<file path="src/rtl/booth_mac_seq.sv">
// Iterative radix-2 Booth signed multiplier with a saturating accumulator.
// One Booth step is retired per clock; start/ready/done handshake.
module booth_mac_seq #(
    parameter int WIDTH     = 8,
    parameter int ACC_GUARD = 8,
    localparam int ACC_WIDTH = 2*WIDTH + ACC_GUARD
) (
    input  logic                 clk,
    input  logic                 rst,
    input  logic                 start,
    input  logic                 acc_en,
    input  logic                 acc_clr,
    input  logic [WIDTH-1:0]     w2mul,
    input  logic [WIDTH-1:0]     x2mul,
    output logic                 ready,
    output logic                 done,
    output logic [2*WIDTH-1:0]   mul2acc,
    output logic [ACC_WIDTH-1:0] acc_out,
    output logic                 ovf
);

    localparam int CNT_W = $clog2(WIDTH);

    typedef enum logic [1:0] {IDLE, CALC, FIN} state_t;

    state_t               state_reg, state_next;
    logic                 load, step, fin;

    logic [WIDTH-1:0]     m_reg;
    logic [WIDTH:0]       a_reg;
    logic [WIDTH-1:0]     q_reg;
    logic                 qm1_reg;
    logic [CNT_W-1:0]     cnt_reg;
    logic                 acc_en_reg, acc_clr_reg;
    logic [2*WIDTH-1:0]   mul2acc_reg;
    logic [ACC_WIDTH-1:0] acc_reg;
    logic                 ovf_reg;
    logic                 done_reg;

    logic [WIDTH:0]       m_ext;
    logic [WIDTH:0]       a_sum;
    logic [2*WIDTH-1:0]   product;
    logic [ACC_WIDTH-1:0] prod_ext;
    logic [ACC_WIDTH:0]   acc_sum;
    logic                 acc_of;
    logic [ACC_WIDTH-1:0] acc_sat;

    always_ff @(posedge clk or negedge rst) begin
        if (!rst) state_reg <= IDLE;
        else      state_reg <= state_next;
    end

    always_comb begin
        state_next = state_reg;
        load       = 1'b0;
        step       = 1'b0;
        fin        = 1'b0;
        case (state_reg)
            IDLE: if (start) begin
                load       = 1'b1;
                state_next = CALC;
            end
            CALC: begin
                step = 1'b1;
                if (cnt_reg == CNT_W'(WIDTH-1)) state_next = FIN;
            end
            FIN: begin
                fin        = 1'b1;
                state_next = IDLE;
            end
            default: state_next = IDLE;
        endcase
    end

    // A carries one extra bit so that subtracting -2^(W-1) cannot wrap.
    assign m_ext = {m_reg[WIDTH-1], m_reg};

    always_comb begin
        a_sum = a_reg;
        case ({q_reg[0], qm1_reg})
            2'b01:   a_sum = a_reg + m_ext;
            2'b10:   a_sum = a_reg - m_ext;
            default: a_sum = a_reg;
        endcase
    end

    assign product  = {a_reg[WIDTH-1:0], q_reg};
    assign prod_ext = ACC_WIDTH'($signed(product));
    assign acc_sum  = {acc_reg[ACC_WIDTH-1], acc_reg} + {prod_ext[ACC_WIDTH-1], prod_ext};
    assign acc_of   = acc_sum[ACC_WIDTH] ^ acc_sum[ACC_WIDTH-1];
    // On overflow the extra top bit holds the true sign: clamp toward it.
    assign acc_sat  = acc_of ? {acc_sum[ACC_WIDTH], {(ACC_WIDTH-1){~acc_sum[ACC_WIDTH]}}}
                             : acc_sum[ACC_WIDTH-1:0];

    always_ff @(posedge clk or negedge rst) begin
        if (!rst) begin
            m_reg       <= '0;
            a_reg       <= '0;
            q_reg       <= '0;
            qm1_reg     <= 1'b0;
            cnt_reg     <= '0;
            acc_en_reg  <= 1'b0;
            acc_clr_reg <= 1'b0;
            mul2acc_reg <= '0;
            acc_reg     <= '0;
            ovf_reg     <= 1'b0;
            done_reg    <= 1'b0;
        end else begin
            done_reg <= 1'b0;
            if (load) begin
                m_reg       <= w2mul;
                q_reg       <= x2mul;
                qm1_reg     <= 1'b0;
                a_reg       <= '0;
                cnt_reg     <= '0;
                acc_en_reg  <= acc_en;
                acc_clr_reg <= acc_clr;
            end
            if (step) begin
                a_reg   <= {a_sum[WIDTH], a_sum[WIDTH:1]};
                q_reg   <= {a_sum[0], q_reg[WIDTH-1:1]};
                qm1_reg <= q_reg[0];
                cnt_reg <= cnt_reg + CNT_W'(1);
            end
            if (fin) begin
                mul2acc_reg <= product;
                done_reg    <= 1'b1;
                if (acc_clr_reg) begin
                    acc_reg <= prod_ext;
                    ovf_reg <= 1'b0;
                end else if (acc_en_reg) begin
                    acc_reg <= acc_sat;
                    if (acc_of) ovf_reg <= 1'b1;
                end
            end
        end
    end

    assign ready   = (state_reg == IDLE);
    assign done    = done_reg;
    assign mul2acc = mul2acc_reg;
    assign acc_out = acc_reg;
    assign ovf     = ovf_reg;

endmodule

</file>
<file path="config.mk">
export PLATFORM = sky130hd
export DESIGN_NAME = booth_mac_seq
export DESIGN_NICKNAME = d
export VERILOG_FILES = /design/src/rtl/booth_mac_seq.sv
export SDC_FILE = /design/constraint.sdc
export NUM_CORES = 1
export LEC_CHECK = 0
export BUFFER_PORTS_ARGS = -buffer_cell sky130_fd_sc_hd__buf_2
export CORE_UTILIZATION = 50
export CTS_CLUSTER_SIZE = 30
export DETAILED_ROUTE_END_ITERATION = 12
export GPL_ROUTABILITY_DRIVEN = 1
export PLACE_DENSITY = 0.68
export SLEW_MARGIN = 20
export SYNTH_ARGS = -nofsm -noshare
export SYNTH_HDL_FRONTEND = slang
export SYNTH_SLANG_ARGS = --single-unit
</file>
<file path="constraint.sdc">
create_clock -name clk -period 3.7 [get_ports clk]
set_input_delay 0.555 -clock clk [delete_from_list [all_inputs] [get_ports clk]]
set_output_delay 0.555 -clock clk [all_outputs]
set_load 0.02 [all_outputs]
</file>
==> key figures, run 1 <==
GRT
  • Grt ovf: 0
  • Vias in the first global route: 4284
  • Global-route wire length before repair: 21.3 mm
  • Largest net degree at the start of global routing: 75
  • Total GRT Usage: 0.268
  • Initial antenna violation count: 0

Timing
  • Period utilization: 0.907
  • Worst-margin pin slew: 0.955 ns
  • Clk_skew: 0.0106 ns
  • Worst slew margin relative to its limit: 0.363
  • Final Max Slew Viols: 0
  • RSZ-0062 raised after global routing: no
  • Tmin final: 3.36 ns
  • Final hold vios: 0
  • Hold WS: 0.323 ns
  • Max Freq: 298 MHz
  • Setup_tns: 0 ns
  • Final setup viols: 0

Die
  • Die Y: 101 um
  • Site row count: 35
  • Initial Util: 0.523
  • Ports: 64
  • Die footprint: 0.0102 mm^2
  • Core box area: 0.00937 mm^2
  • Die X: 101 um

Logic synthesis
  • Avg Cell Area, Syn: 8.39 um^2
  • Sequential area share after synthesis: 0.378
  • Post-synthesis cell count: 584
  • Async S/R FF share, synth: 1.00
  • Largest family of logic cells by synthesized area: compound AO/OA/AOI/OAI gates
  • EDFF count, synth: 0
  • Post-synthesis simple-gate area fraction: 0.191
  • Adder-cell area share of the yosys netlist: 0.100
  • Syn. warnings: 0
  • Synth Area in Compound Gates: 0.226
  • Xor and xnor area share after synthesis: 0.0608
  • Mapped cell area: 0.00490 mm^2
  • Synth cell types: 57
  • Net count after synthesis: 643
  • Post-synthesis mux area share: 0.00843
  • Seq cells post-synth: 74
  • Synth Flop Type: dfrtp_1

Route
  • Routed wire length: 12.8 mm
  • # DRC: 0
  • Number of DRC markers in iteration 0: 222
  • Drt first pass iters: 5
  • Vias/cell: 5.74
  • Routed wire per std cell: 16.6 um
  • Via count: 4440
  • Antenna Nets Post-Route: 0

Worst setup path
  • CP cell instances: ha_1 -> inv_1 -> fa_1 -> nand2b_1 -> a21oi_1 -> o21a_1 -> a211oi_2 -> a21oi_2 -> nand3_2 -> o31ai_2 -> o21ai_0
  • Critical-path maximum fanout: 11
  • Crit path max-delay family: compound AO/OA/AOI/OAI gates
  • Crit path kind: reg -> reg
  • Reg2reg start: q_reg[0]
  • Worst Path Buf+Inv: 1
  • Crit path launch type: flip-flop
  • Crit end category: flip-flop
  • Worst reg2reg setup slack: 0.34 ns
  • Terminus of the critical flop-to-flop path: acc_out[8]
  • CP max stage delay: 0.49 ns
  • Crit-path slowest cell: a21oi_2
  • Worst EP arrival: 3.55 ns
  • FF-to-FF path depth: 11
  • CP Data Required Time: 3.89 ns

Finish
  • Reg area: 0.00185 mm^2
  • Layout cells sized above 1: 0.163
  • Most common cell after layout, fill and taps aside: nand2_1
  • Max reg flops: 24
  • Final nets: 699
  • Final instance area: 0.00553 mm^2
  • Commonest cells after routing, fill and taps aside: nand2_1, dfrtp_1, buf_2
  • # diodes: 0
  • P&R area growth vs syn: 12.9%
  • Fill cell count: 907
  • Area occupied by multi-input gates: 0.00287 mm^2

CTS
  • Longest Clk Path Bufs: 2
  • Post-CTS setup buffers: 0
  • # hold bufs at CTS: 0
  • CTS tree: yes
  • Worst-Skew Late Latency: 0.35 ns
  • Post-cts resize count: 0
  • CTS root buf: clkbuf_8
  • Cts bufs inserted: 9
  • CTS sink cnt: 74
  • Reg clk slew, reported paths: 0.09 ns
  • H-tree Lvls: 3

Place
  • Input/output buffers: 63
  • Routability congestion estimate from global placement: 0.936
  • DP Wirelength: 9.24 mm
  • Area post-placement: 0.00533 mm^2

Status
  • Status: complete, no violations

Worst hold path
  • Hold Path Class: in -> async

Flow run
  • Max-cap violations: 0
-- area by class of cell --
| class | count | share of cell area |
|---|---|---|
| clock inverters | 7 | 0.0140 |
| flip-flops and latches | 74 | 0.335 |
| multi-input cells | 465 | 0.519 |
| clock buffers | 9 | 0.0224 |
| well taps | 129 | 0.0292 |
| repair buffers | 70 | 0.0670 |
| inverters | 20 | 0.0136 |
-- cell usage after synthesis, drive strengths merged, types with 4 or more instances --
library cell	count	area share
a21oi	58	0.063
nand3	19	0.020
a31oi	11	0.014
o21a	5	0.0077
and3	4	0.0056
a22oi	4	0.0061
nor3	6	0.0061
nor2	32	0.026
xnor2	24	0.043
a211oi	4	0.0082
o311ai	7	0.013
o211ai	7	0.011
or3	4	0.0051
dfrtp	74	0.38
o21ai	55	0.057
o31ai	5	0.0087
ha	36	0.092
inv	19	0.015
xor2	10	0.018
nor2b	6	0.0077
nand2b	10	0.013
and2	4	0.0056
nand2	124	0.095
clkbuf	22	0.017
-- logic make-up after synthesis --
family | Yosys count
adders and majority gates | 38
AOI/OAI and AO/OA | 176
and+or+nand+nor | 213
xor gates and xnor gates | 34
buffers and inverters | 45
muxes | 4
DFF | 74
-- worst max-delay path by stage --
stage          startpoint           to  slack [ns]  cells past startpoint
6_report         q_reg[0]   acc_out[8]        0.34                     11
5_1_grt          q_reg[0]   acc_out[8]        0.07                     11
4_1_cts          q_reg[0]   acc_out[8]        0.39                     11
3_5_place_dp     q_reg[0]   acc_out[8]        0.45                     11
3_3_place_gp     q_reg[0]  acc_out[20]        0.58                     11
2_1_floorplan  acc_out[0]  acc_out[22]        0.97                     12
-- stage by stage --
| stage | setup slack (ns) | std cells | util |
|---|---|---|---|
| global placement | 0.580 | 758 | 0.568 |
| floorplan | 0.971 | 584 | - |
| global route | 0.0715 | 774 | 0.590 |
| CTS | 0.386 | 774 | 0.590 |
| finish | 0.342 | 774 | 0.590 |
| detailed placement | 0.453 | 758 | 0.568 |
-- routing by layer --
metal  wire (um)  share of wire  vias up  GRT usage
met5           0              0        -          0
met4         157          0.012        0     0.0780
met3         772          0.060       19     0.0381
met2        5730           0.45      152      0.417
met1        6180           0.48     2087      0.389
li1            -              -     2182          -
Power of run 1 is left out: the tool's default activity adds up to more than one toggle a clock period on the data nets, which glitch-free logic cannot reach.
==> run 2, diff against run 1 <==
Settings changed: ABC_AREA set to 1, CORE_ASPECT_RATIO set to 0.5, PLACE_DENSITY 0.68 to 0.67.
==> key figures, run 2 <==
Worst setup path
  • FF-to-FF path depth: 15 (+4)
  • CP Data Required Time: 3.94 ns (+0.05 ns)
  • Terminus of the critical flop-to-flop path: acc_out[7]
  • Launch point of the worst path: q_reg[0]
  • Crit path launch type: flip-flop
  • Crit end category: flip-flop
  • Worst Setup EP: acc_out[7]
  • Worst EP arrival: 3.17 ns (-0.38 ns)
  • Reg2reg start: q_reg[0]
  • Worst reg2reg setup slack: 0.77 ns (+0.43 ns)
  • Crit path kind: reg -> reg
  • Critical-path maximum fanout: 23 (+12)

Timing
  • Max Freq: 341 MHz (+15%)
  • Worst slew margin relative to its limit: 0.302 (-0.0606)
  • Hold WS: 0.319 ns (-0.00363 ns)
  • Final hold vios: 0 (unchanged)
  • Final Max Slew Viols: 0 (unchanged)
  • Period utilization: 0.792 (-0.115)
  • Final setup viols: 0 (unchanged)
  • Tmin final: 2.93 ns (-0.427 ns)
  • Clk_skew: 0.00694 ns (-0.00362 ns)
  • Setup_tns: 0 ns (unchanged)
  • RSZ-0062 raised after global routing: no
  • Worst-margin pin slew: 1.05 ns (+0.0909 ns)

Finish
  • Fin util: 0.591 (+0.00123)
  • Final nets: 893 (+28%)
  • Commonest cells after routing, fill and taps aside: nand2_1, inv_1, dfrtp_1
  • # diodes: 0 (unchanged)
  • Layout cells sized above 1: 0.116 (-0.0472)
  • Most common cell after layout, fill and taps aside: nand2_1
  • P&R area growth vs syn: 13.5%
  • Max reg flops: 24 (unchanged)
  • Fill cell count: 1054 (+16%)

Place
  • Routability congestion estimate from global placement: 0.960 (+2.5%)
  • Input/output buffers: 63 (unchanged)
  • DP Wirelength: 11.0 mm (+19%)

Logic synthesis
  • Mapped cell area: 0.00537 mm^2 (+9.7%)
  • EDFF count, synth: 0 (unchanged)
  • Dominant cell type by area after synthesis: dfrtp_1
  • Synth cell types: 35 (-39%)
  • Sequential area share after synthesis: 0.345 (-0.0334)
  • Avg Cell Area, Syn: 6.92 um^2 (-17%)
  • Yosys top cell area share: 0.345 (-0.0334)
  • Seq cells post-synth: 74 (unchanged)
  • Async S/R FF share, synth: 1.00 (unchanged)
  • Synth Flop Type: dfrtp_1
  • Post-synthesis cell count: 776 (+33%)
  • Net count after synthesis: 835 (+30%)
  • Synth cell count leaders: nand2_1, inv_1, dfrtp_1
  • Synth top area cells: dfrtp_1, nand2_1, ha_1
  • Syn. warnings: 0 (unchanged)
  • Top-count cell post-synth: nand2_1

Route
  • Routed wire length: 14.6 mm (+14%)
  • Drt first pass iters: 5 (unchanged)
  • Routed wire per std cell: 15.0 um (-9.8%)
  • Via count: 5223 (+18%)
  • # DRC: 0 (unchanged)
  • Number of DRC markers in iteration 0: 339 (+53%)
  • Antenna Nets Post-Route: 0 (unchanged)
  • Vias/cell: 5.34 (-7.0%)

Die
  • Die Y: 75.3 um (-25%)
  • Site row count: 26 (-26%)
  • Core box area: 0.0103 mm^2 (+10%)
  • Die footprint: 0.0112 mm^2 (+9.7%)
  • Die X: 149 um (+47%)
  • Initial Util: 0.521 (-0.00171)
  • Ports: 64 (unchanged)

CTS
  • Post-cts resize count: 0 (unchanged)
  • # hold bufs at CTS: 0 (unchanged)
  • Reg clk slew, reported paths: 0.07 ns (-0.02 ns)
  • CTS root buf: clkbuf_16
  • H-tree Lvls: 3 (unchanged)
  • Cts bufs inserted: 9 (unchanged)
  • CTS tree: yes
  • CTS sink cnt: 74 (unchanged)
  • Worst-Skew Late Latency: 0.34 ns (about the same)
  • Longest Clk Path Bufs: 2 (unchanged)
  • Post-CTS setup buffers: 0 (unchanged)

GRT
  • Vias in the first global route: 4604 (+7.5%)
  • Global-route wire length before repair: 23.2 mm (+9.1%)
  • Grt ovf: 0 (unchanged)
  • Initial antenna violation count: 0 (unchanged)
  • Total GRT Usage: 0.271 (+0.00330)
  • Largest net degree at the start of global routing: 75 (unchanged)

Status
  • Status: complete, no violations

Worst hold path
  • Hold Path Class: in -> async

Flow run
  • Max-cap violations: 0 (unchanged)
-- run 2: changes by cell type after synthesis, moves of 6 or more --
cell | before | now
a21oi_1 | 53 | 67
a31oi_1 | 11 | 3
clkbuf_1 | 22 | 15
inv_1 | 19 | 93
nand2_1 | 124 | 277
nand2b_1 | 10 | 0
nand4_1 | 0 | 16
nor2_1 | 31 | 47
nor2b_1 | 6 | 0
o21bai_1 | 2 | 8
xnor2_1 | 24 | 6
xor2_1 | 10 | 18
-- run 2: cell families after synthesis --
group	share of synthesized area
muxes	0.00210
AOI/OAI and AO/OA	0.153
xor gates and xnor gates	0.0391
and+or+nand+nor	0.286
DFF	0.345
buffers and inverters	0.0838
adders and majority gates	0.0913
-- run 2: final cells by class --
cell class / instances / area [um^2] / area share
clock buffers: 9 / 225 / 0.0369
well taps: 140 / 175 / 0.0287
flip-flops and latches: 74 / 1850 / 0.304
clock inverters: 7 / 83.8 / 0.0137
multi-input cells: 590 / 3070 / 0.504
inverters: 93 / 349 / 0.0572
repair buffers: 66 / 340 / 0.0558
-- run 2: worst min-delay path by stage --
stage	start	endpoint
floorplan	rst	a_reg[0]
global placement	mul2acc[2]	mul2acc[2]
detailed placement	cnt_reg[0]	cnt_reg[0]
CTS	rst	acc_out[19]
global route	acc_en	acc_en_reg
finish	rst	acc_out[1]
-- run 2: critical path, cell delays in order, from the launching register on --
cell,delay [ns]
dfrtp_1,0.41
ha_1,0.26
inv_1,0.10
fa_1,0.39
inv_1,0.13
nand2_1,0.08
nand2_1,0.06
nand3_1,0.06
nand2_1,0.23
nand2_2,0.12
nand4_1,0.10
nand2_1,0.10
a21oi_4,0.51
nand2_1,0.13
nand2_1,0.09
nand2_1,0.04
-- run 2: per-stage QoR --
stage / std cells / cell area, um^2 / setup slack, ns
floorplan: 776 / 5370 / 1.40
CTS: 979 / 6100 / 0.752
global placement: 963 / 5790 / 0.759
finish: 979 / 6100 / 0.769
detailed placement: 963 / 5790 / 0.758
global route: 979 / 6100 / 0.437
-- run 2: routing by layer --
metal	GRT usage	part of all wire	vias to the layer above	routed length, um
li1	-	-	2632	-
met1	0.397	0.52	2412	7550
met2	0.423	0.42	162	6140
met3	0.0455	0.053	17	779
met4	0.0630	0.012	0	174
met5	0	0	-	0
Power of run 2 is left out for the same reason.
